### config.mk
export PLATFORM = sky130hd
export DESIGN_NAME = game_score_keeper
export DESIGN_NICKNAME = d
export VERILOG_FILES = /design/src/rtl/game_pkg.sv /design/src/rtl/game_score_keeper_bcd_counter.sv /design/src/rtl/game_score_keeper.sv
export SDC_FILE = /design/constraint.sdc
export NUM_CORES = 1
export LEC_CHECK = 0
export ABC_AREA = 1
export CORE_MARGIN = 3
export CORE_UTILIZATION = 30
export CTS_CLUSTER_DIAMETER = 100
export CTS_CLUSTER_SIZE = 24
export DETAILED_ROUTE_END_ITERATION = 7
export PLACE_DENSITY = 0.57
export SKIP_LAST_GASP = 1
export SYNTH_ARGS = -nofsm -noshare
export SYNTH_HDL_FRONTEND = slang
export SYNTH_SLANG_ARGS = --single-unit
### constraint.sdc
create_clock -name clk25 -period 11.1 [get_ports clk25]
set_input_delay 1.665 -clock clk25 [delete_from_list [all_inputs] [get_ports clk25]]
set_output_delay 1.665 -clock clk25 [all_outputs]
set_load 0.01 [all_outputs]
### src/rtl/game_pkg.sv
// ---------------------------------------------------------------------------
// game_pkg
// Shared types and helpers for the game sequencer / scorekeeper.
//   game_state_t : encoded game state (IDLE=0, PLAY=1, RESPAWN=2, CLEAR=3, OVER=4)
//   BCD_W        : bits per BCD digit
//   MAX_BULLETS  : widest bullet_hit vector popcount() accepts
//   popcount()   : number of set bits in a (zero-extended) hit vector
// Optional feature macro used by the files that import this package:
//   GAME_HIGH_SCORE_EN
// ---------------------------------------------------------------------------
package game_pkg;

  typedef enum logic [2:0] {
    ST_IDLE    = 3'd0,
    ST_PLAY    = 3'd1,
    ST_RESPAWN = 3'd2,
    ST_CLEAR   = 3'd3,
    ST_OVER    = 3'd4
  } game_state_t;

  localparam int BCD_W       = 4;
  localparam int MAX_BULLETS = 32;

  // Result is 6 bits wide: enough for a count of up to 32 set bits.
  function automatic logic [5:0] popcount(input logic [MAX_BULLETS-1:0] v);
    logic [5:0] n;
    n = '0;
    for (int i = 0; i < MAX_BULLETS; i++) begin
      n = n + {5'd0, v[i]};
    end
    return n;
  endfunction

endpackage

### src/rtl/game_score_keeper_bcd_counter.sv
// ---------------------------------------------------------------------------
// bcd_counter
// Multi-digit BCD up-counter that saturates at all-nines.
//   clk     in   clock, rising edge
//   rst_n   in   synchronous active-low reset (count -> 0)
//   clr     in   synchronous clear (count -> 0), higher priority than inc
//   inc     in   add one; dropped when every digit already reads 9
//   count   out  BCD value, digit 0 in the LSBs
// With GAME_HIGH_SCORE_EN defined:
//   cmp_bcd in   BCD value to compare against
//   cmp_gt  out  count > cmp_bcd (digit-wise, most significant digit first)
// ---------------------------------------------------------------------------
module bcd_counter
  import game_pkg::*;
#(
  parameter int DIGITS = 4
) (
  input  logic                      clk,
  input  logic                      rst_n,
  input  logic                      clr,
  input  logic                      inc,
`ifdef GAME_HIGH_SCORE_EN
  input  logic [BCD_W*DIGITS-1:0]   cmp_bcd,
  output logic                      cmp_gt,
`endif
  output logic [BCD_W*DIGITS-1:0]   count
);

  logic [DIGITS-1:0] nine;
  logic [DIGITS-1:0] carry;   // carry[gi] = digit gi must step this cycle
  logic              all_nines;

  assign all_nines = &nine;
  // Saturation: once every digit is 9 the increment is simply swallowed.
  assign carry[0]  = inc & ~all_nines;

  genvar gi;
  generate
    for (gi = 0; gi < DIGITS; gi++) begin : g_digit
      logic [BCD_W-1:0] digit_reg;

      assign nine[gi] = (digit_reg == BCD_W'(9));
      assign count[gi*BCD_W +: BCD_W] = digit_reg;

      if (gi < DIGITS - 1) begin : g_chain
        assign carry[gi+1] = carry[gi] & nine[gi];
      end

      always_ff @(posedge clk) begin
        if (!rst_n) begin
          digit_reg <= '0;
        end else if (clr) begin
          digit_reg <= '0;
        end else if (carry[gi]) begin
          // 9 wraps to 0; the carry into the next digit comes from carry[gi+1]
          digit_reg <= nine[gi] ? '0 : digit_reg + BCD_W'(1);
        end
      end
    end
  endgenerate

`ifdef GAME_HIGH_SCORE_EN
  logic decided;
  always_comb begin
    cmp_gt  = 1'b0;
    decided = 1'b0;
    for (int i = DIGITS - 1; i >= 0; i--) begin
      if (!decided && (count[i*BCD_W +: BCD_W] != cmp_bcd[i*BCD_W +: BCD_W])) begin
        cmp_gt  = (count[i*BCD_W +: BCD_W] > cmp_bcd[i*BCD_W +: BCD_W]);
        decided = 1'b1;
      end
    end
  end
`endif

endmodule

### src/rtl/game_score_keeper.sv
// ---------------------------------------------------------------------------
// game_score_keeper
// Game-level sequencer and scorekeeper for the VGA shooter (25 MHz pixel clk).
// Ports:
//   clk25          in   pixel clock, rising edge
//   rst_n          in   synchronous active-low reset
//   frame_tick     in   one-cycle pulse per frame
//   btn_start      in   debounced start button level (rising edge = start)
//   bullet_hit     in   per-bullet hit strobes [BULLET_COUNT]
//   player_hit     in   player/enemy collision pulse
//   wave_clear     in   level, all enemies dead
//   state          out  encoded game state (game_state_t)
//   game_active    out  high in PLAY and RESPAWN
//   score_bcd      out  BCD score, digit 0 in LSBs
//   lives          out  remaining lives
//   invuln         out  high in RESPAWN
//   enemy_respawn  out  one-cycle strobe on every entry into PLAY from IDLE/CLEAR
//   high_score_bcd out  best score seen (only with GAME_HIGH_SCORE_EN defined)
// Optional feature macro: GAME_HIGH_SCORE_EN
// BULLET_COUNT must not exceed game_pkg::MAX_BULLETS.
// ---------------------------------------------------------------------------
module game_score_keeper
  import game_pkg::*;
#(
  parameter int BULLET_COUNT  = 8,
  parameter int DIGITS        = 4,
  parameter int START_LIVES   = 3,
  parameter int INVULN_FRAMES = 120,
  parameter int CLEAR_FRAMES  = 60
) (
  input  logic                     clk25,
  input  logic                     rst_n,
  input  logic                     frame_tick,
  input  logic                     btn_start,
  input  logic [BULLET_COUNT-1:0]  bullet_hit,
  input  logic                     player_hit,
  input  logic                     wave_clear,
  output logic [2:0]               state,
  output logic                     game_active,
  output logic [BCD_W*DIGITS-1:0]  score_bcd,
  output logic [2:0]               lives,
  output logic                     invuln,
`ifdef GAME_HIGH_SCORE_EN
  output logic [BCD_W*DIGITS-1:0]  high_score_bcd,
`endif
  output logic                     enemy_respawn
);

  localparam logic [2:0] START_LIVES_L = 3'(START_LIVES);
  localparam logic [7:0] INVULN_L      = 8'(INVULN_FRAMES);
  localparam logic [7:0] CLEAR_L       = 8'(CLEAR_FRAMES);
  localparam logic [5:0] PEND_MAX      = 6'd63;

  game_state_t state_reg;
  logic [2:0]  lives_reg;
  logic [7:0]  cnt_reg;          // shared frame counter for RESPAWN and CLEAR
  logic        btn_prev_reg;
  logic        game_active_reg;
  logic        invuln_reg;
  logic        respawn_reg;
  logic [5:0]  pending_reg;

  logic        start_edge;
  logic        start_play;
  logic        enter_over;
  logic        scoring;
  logic        drain;
  logic [5:0]  hit_count;
  logic [7:0]  pend_sum;
  logic [BCD_W*DIGITS-1:0] score_w;

  assign start_edge = btn_start & ~btn_prev_reg;
  assign start_play = (state_reg == ST_IDLE) && start_edge;
  assign enter_over = (state_reg == ST_PLAY) && player_hit && (lives_reg <= 3'd1);
  assign scoring    = (state_reg == ST_PLAY) || (state_reg == ST_RESPAWN) ||
                      (state_reg == ST_CLEAR);
  assign drain      = (pending_reg != 6'd0);
  assign hit_count  = popcount(MAX_BULLETS'(bullet_hit));

  // ---------------------------------------------------------------------
  // Game FSM. Output flags are updated alongside every state change so
  // they are true registers aligned with the state register.
  // ---------------------------------------------------------------------
  always_ff @(posedge clk25) begin
    if (!rst_n) begin
      state_reg       <= ST_IDLE;
      lives_reg       <= '0;
      cnt_reg         <= '0;
      btn_prev_reg    <= 1'b0;
      game_active_reg <= 1'b0;
      invuln_reg      <= 1'b0;
      respawn_reg     <= 1'b0;
    end else begin
      btn_prev_reg <= btn_start;
      respawn_reg  <= 1'b0;
      case (state_reg)
        ST_IDLE: begin
          if (start_edge) begin
            state_reg       <= ST_PLAY;
            lives_reg       <= START_LIVES_L;
            game_active_reg <= 1'b1;
            respawn_reg     <= 1'b1;
          end
        end
        ST_PLAY: begin
          // A collision outranks a simultaneous wave clear.
          if (player_hit) begin
            if (lives_reg <= 3'd1) begin
              state_reg       <= ST_OVER;
              lives_reg       <= '0;
              game_active_reg <= 1'b0;
            end else begin
              state_reg  <= ST_RESPAWN;
              lives_reg  <= lives_reg - 3'd1;
              cnt_reg    <= INVULN_L;
              invuln_reg <= 1'b1;
            end
          end else if (wave_clear) begin
            state_reg       <= ST_CLEAR;
            cnt_reg         <= CLEAR_L;
            game_active_reg <= 1'b0;
          end
        end
        ST_RESPAWN: begin
          if (frame_tick) begin
            cnt_reg <= (cnt_reg <= 8'd1) ? 8'd0 : cnt_reg - 8'd1;
            if (cnt_reg <= 8'd1) begin
              state_reg  <= ST_PLAY;
              invuln_reg <= 1'b0;
            end
          end
        end
        ST_CLEAR: begin
          if (frame_tick) begin
            cnt_reg <= (cnt_reg <= 8'd1) ? 8'd0 : cnt_reg - 8'd1;
            if (cnt_reg <= 8'd1) begin
              state_reg       <= ST_PLAY;
              game_active_reg <= 1'b1;
              respawn_reg     <= 1'b1;
            end
          end
        end
        ST_OVER: begin
          if (start_edge) begin
            state_reg <= ST_IDLE;
          end
        end
        default: begin
          state_reg       <= ST_IDLE;
          game_active_reg <= 1'b0;
          invuln_reg      <= 1'b0;
        end
      endcase
    end
  end

  // ---------------------------------------------------------------------
  // Pending-point accumulator: absorbs bursts of hits and feeds the BCD
  // counter one point per cycle. Add and drain share the same cycle.
  // ---------------------------------------------------------------------
  always_comb begin
    pend_sum = {2'b00, pending_reg} - {7'd0, drain};
    if (scoring) begin
      pend_sum = pend_sum + {2'b00, hit_count};
    end
  end

  always_ff @(posedge clk25) begin
    if (!rst_n) begin
      pending_reg <= '0;
    end else if (start_play || enter_over) begin
      pending_reg <= '0;
    end else begin
      pending_reg <= (pend_sum > {2'b00, PEND_MAX}) ? PEND_MAX : pend_sum[5:0];
    end
  end

`ifdef GAME_HIGH_SCORE_EN
  logic [BCD_W*DIGITS-1:0] high_reg;
  logic                    score_gt_high;
`endif

  bcd_counter #(
    .DIGITS (DIGITS)
  ) u_score (
    .clk     (clk25),
    .rst_n   (rst_n),
    .clr     (start_play),
    .inc     (drain),
`ifdef GAME_HIGH_SCORE_EN
    .cmp_bcd (high_reg),
    .cmp_gt  (score_gt_high),
`endif
    .count   (score_w)
  );

`ifdef GAME_HIGH_SCORE_EN
  // The score is frozen throughout OVER, so sampling it on the first OVER
  // cycle captures the final game score.
  always_ff @(posedge clk25) begin
    if (!rst_n) begin
      high_reg <= '0;
    end else if ((state_reg == ST_OVER) && score_gt_high) begin
      high_reg <= score_w;
    end
  end
  assign high_score_bcd = high_reg;
`endif

  assign state         = state_reg;
  assign game_active   = game_active_reg;
  assign score_bcd     = score_w;
  assign lives         = lives_reg;
  assign invuln        = invuln_reg;
  assign enemy_respawn = respawn_reg;

endmodule
==> reports/qor.yml <==
firstDrtPassIters: 6
syn2layout_area_growth_pct: 22.0
cp.arrival_ps: 5660
fmax_ghz: 0.182
slew_headroom_pct: 70.5
r2r_slack_ps: 8250
num_io_pins: 39
die-width_um: 99.6
cap_violations: 0
rsz0062_at_grt: "no"
antenna_cells: 0
clk_latency_ps: 280
path_cells: "clkdlybuf4s50_1, inv_1, fa_1, fa_1, fa_1, inv_1, ha_1, fa_1, xor2_1, ha_1, nand3_1, nand2_1, nand2_1, a21oi_1, nand3_1, nand2_1, a21oi_1"
crit-reg2reg-launch: "pending_reg[3]"
synth-seq-cells: 40
cts_root_buf: "clkbuf_8"
hp-start: "invuln"
hpwl_um: 4530
path_class: "input port to flop"
syn_area_um2: 2630
rows: 33
worstSetupEndpointType: "flop"
clkPwrFrac_pct: 11.2
numClockSinks: 40
hold_depth: 2
outcome: "finished, final reports clean"
antenna_found_initial: 0
yosysWarnings: 0
start_util_pct: 31.5
portBuffers: 38
fin_skew_ps: 10.3
antenna_left: 0
final.setup.tns_ps: 0
intPower_mw: 0.419
slew_viol_final: 0
gr-usage-all-layers_pct: 11.7
min_path_type: "flop to flop"
via_count: 2504
worst-path-max-fanout: 6
r2r_end: "pending_reg[3]"
grt_pass1_vias: 2254
leakagePower_nw: 1.36
cts_buffers: 5
synth_nets: 425
core_um2: 8340
crit_required_ps: 11260
dp_cells: 535
drc_errors: 0
period_needed_ps: 5500
nFillCells: 886
largest_reg_flops: 16
cts.clk_slew.worst_paths_ps: 70
hold_buffers: 0
layout-drive-gt1-share_pct: 6.41
synthCells: 393
holdPathEnd: "invuln"
p_per_area_nw_per_um2: 255
avgSynthCellArea_um2: 6.69
critPathLaunchType: "input port"
hold_violations: 0
synth_cell_type_count: 32
whs_ps: 480
cp_common_cell: "fa_1"
swShare_pct: 48.7
switching_power_mw: 0.398
post_cts_resized: 0
grt_pass1_wl_um: 9760
slowest_stage: "fa_1"
drt_wl_total_um: 5700
vdd_drop_max_uv: 119
vias_per_cell: 4.62
synth_top_area_cell: "dfxtp_1"
die_h_um: 99.6
wire_per_inst_um: 10.5
synth_largest_type_area_fraction_pct: 30.5
grt_max_degree: 15
globalplace.congestion: 0.806
stdcell_count: 542
setup_violations: 0
max_stage_delay_ps: 550
p_comb_share_pct: 62.4
overflow: 0
synthTopCellsByArea: "dfxtp_1, nand2_1, inv_1"
period_share_pct: 49.6
cts_tree: "built"
worstMarginPinSlew_ps: 440
nets: 469
die_area_um2: 9920
synth-seq-area-share_pct: 30.5
postCtsSetupBuffers: 0
max-clock-path-buffers: 2
htree_levels: 2
drtIter0Drc: 101
r2r_cells: 13
p_seq_share_pct: 26.4
-- cell families after synthesis --
kind of cell | synth area share (%)
buffers and inverters | 9.43
XOR/XNOR | 3.33
adder cells (fa/ha/maj) | 10.0
AND/OR/NAND/NOR | 32.1
flip-flops | 30.5
AO/OA/AOI/OAI | 14.7
-- critical path: cells and delay by family --
family	cells	cell delay, ps
adder cells (fa/ha/maj)	6	2460
buffers and inverters	3	540
AND/OR/NAND/NOR	5	530
XOR/XNOR	1	150
AO/OA/AOI/OAI	2	310
-- placed cells by master (no fill, tap or decap), types with 2 or more instances in the layout --
cell             netlist  final
a21oi_1               35     35
a21oi_2                2      2
a221oi_1               2      2
clkbuf_8               0      5
clkdlybuf4s50_1        0     38
clkinv_1               2      2
dfxtp_1               40     40
fa_1                   5      5
ha_1                  13     13
inv_1                 59     59
inv_2                  2      2
nand2_1               98     98
nand2_2                3      3
nand3_1               23     23
nand3_2                2      2
nand4_1                7      7
nor2_1                43     43
nor2_2                 4      4
nor2_4                 4      4
nor3_1                 2      2
o21ai_0               23     23
o21ai_1                3      3
or2_2                  2      2
xnor2_1                3      3
xor2_1                 7      7
-- layout make-up --
class / count / area [um^2] / area share (%)
timing repair buffer: 38 / 380 / 11.9
clock inverter: 1 / 5.00 / 0.156
tap: 105 / 131 / 4.10
sequential: 40 / 801 / 25.0
clock buffer: 6 / 72.6 / 2.26
inverter: 63 / 236 / 7.38
multi-input combinational: 289 / 1580 / 49.3
-- cell usage after synthesis --
cell and n:
xor2_1 7, o21ai_1 3, nand2_4 1, clkinv_1 2, a221oi_1 2, nor2_2 4, a21oi_2 2, nand2_2 3
or2_2 2, xnor2_1 3, a21oi_1 35, inv_1 59, fa_1 5, o21ai_0 23, inv_2 2, a22o_1 1
ha_1 13, o21ai_2 1, o22ai_1 1, buf_6 1, nand2_1 98, a211oi_1 1, dfxtp_1 40, nor2_1 43
o21bai_1 1, nand4_1 7, nand4_2 1, nand3_2 2, a31oi_1 1, nand3_1 23, nor2_4 4, nor3_1 2
-- per-layer routing --
layer / vias up / wire length (um) / global-route usage, %
met1: 1125 / 2790 / 15.3
met5: - / 0 / 0
met4: 0 / 29 / 2.21
li1: 1351 / - / -
met3: 2 / 164 / 2.31
met2: 26 / 2720 / 20.2
-- power by group through the flow --
| stage | combinational (mW) | clock [mW] | sequential (mW) |
|---|---|---|---|
| floorplan | 0.393 | 0 | 0.218 |
| global placement | 0.504 | 0 | 0.219 |
| detailed placement | 0.509 | 0 | 0.219 |
| CTS | 0.512 | 0.0964 | 0.216 |
| global route | 0.589 | 0.101 | 0.222 |
| finish | 0.510 | 0.0914 | 0.215 |
-- worst max path at each step --
stage | startpoint | endpoint | cells after the start
after global placement | bullet_hit[0] | pending_reg[4] | 17
after detailed placement | bullet_hit[0] | pending_reg[3] | 17
after global routing | bullet_hit[0] | pending_reg[3] | 17
final | bullet_hit[0] | pending_reg[3] | 17
after CTS | bullet_hit[0] | pending_reg[3] | 17
after floorplan | bullet_hit[0] | pending_reg[0] | 16
-- through the flow --
stage	utilization (%)	power (mW)	worst slack [ps]	cell area, um^2
after floorplan	-	0.611	6040	2630
after global placement	37.5	0.723	5440	3130
after detailed placement	37.5	0.727	5310	3130
after CTS	38.4	0.824	5610	3210
after global routing	38.4	0.912	5390	3210
final	38.4	0.817	5600	3210
Power figures use the tool's default switching activity.
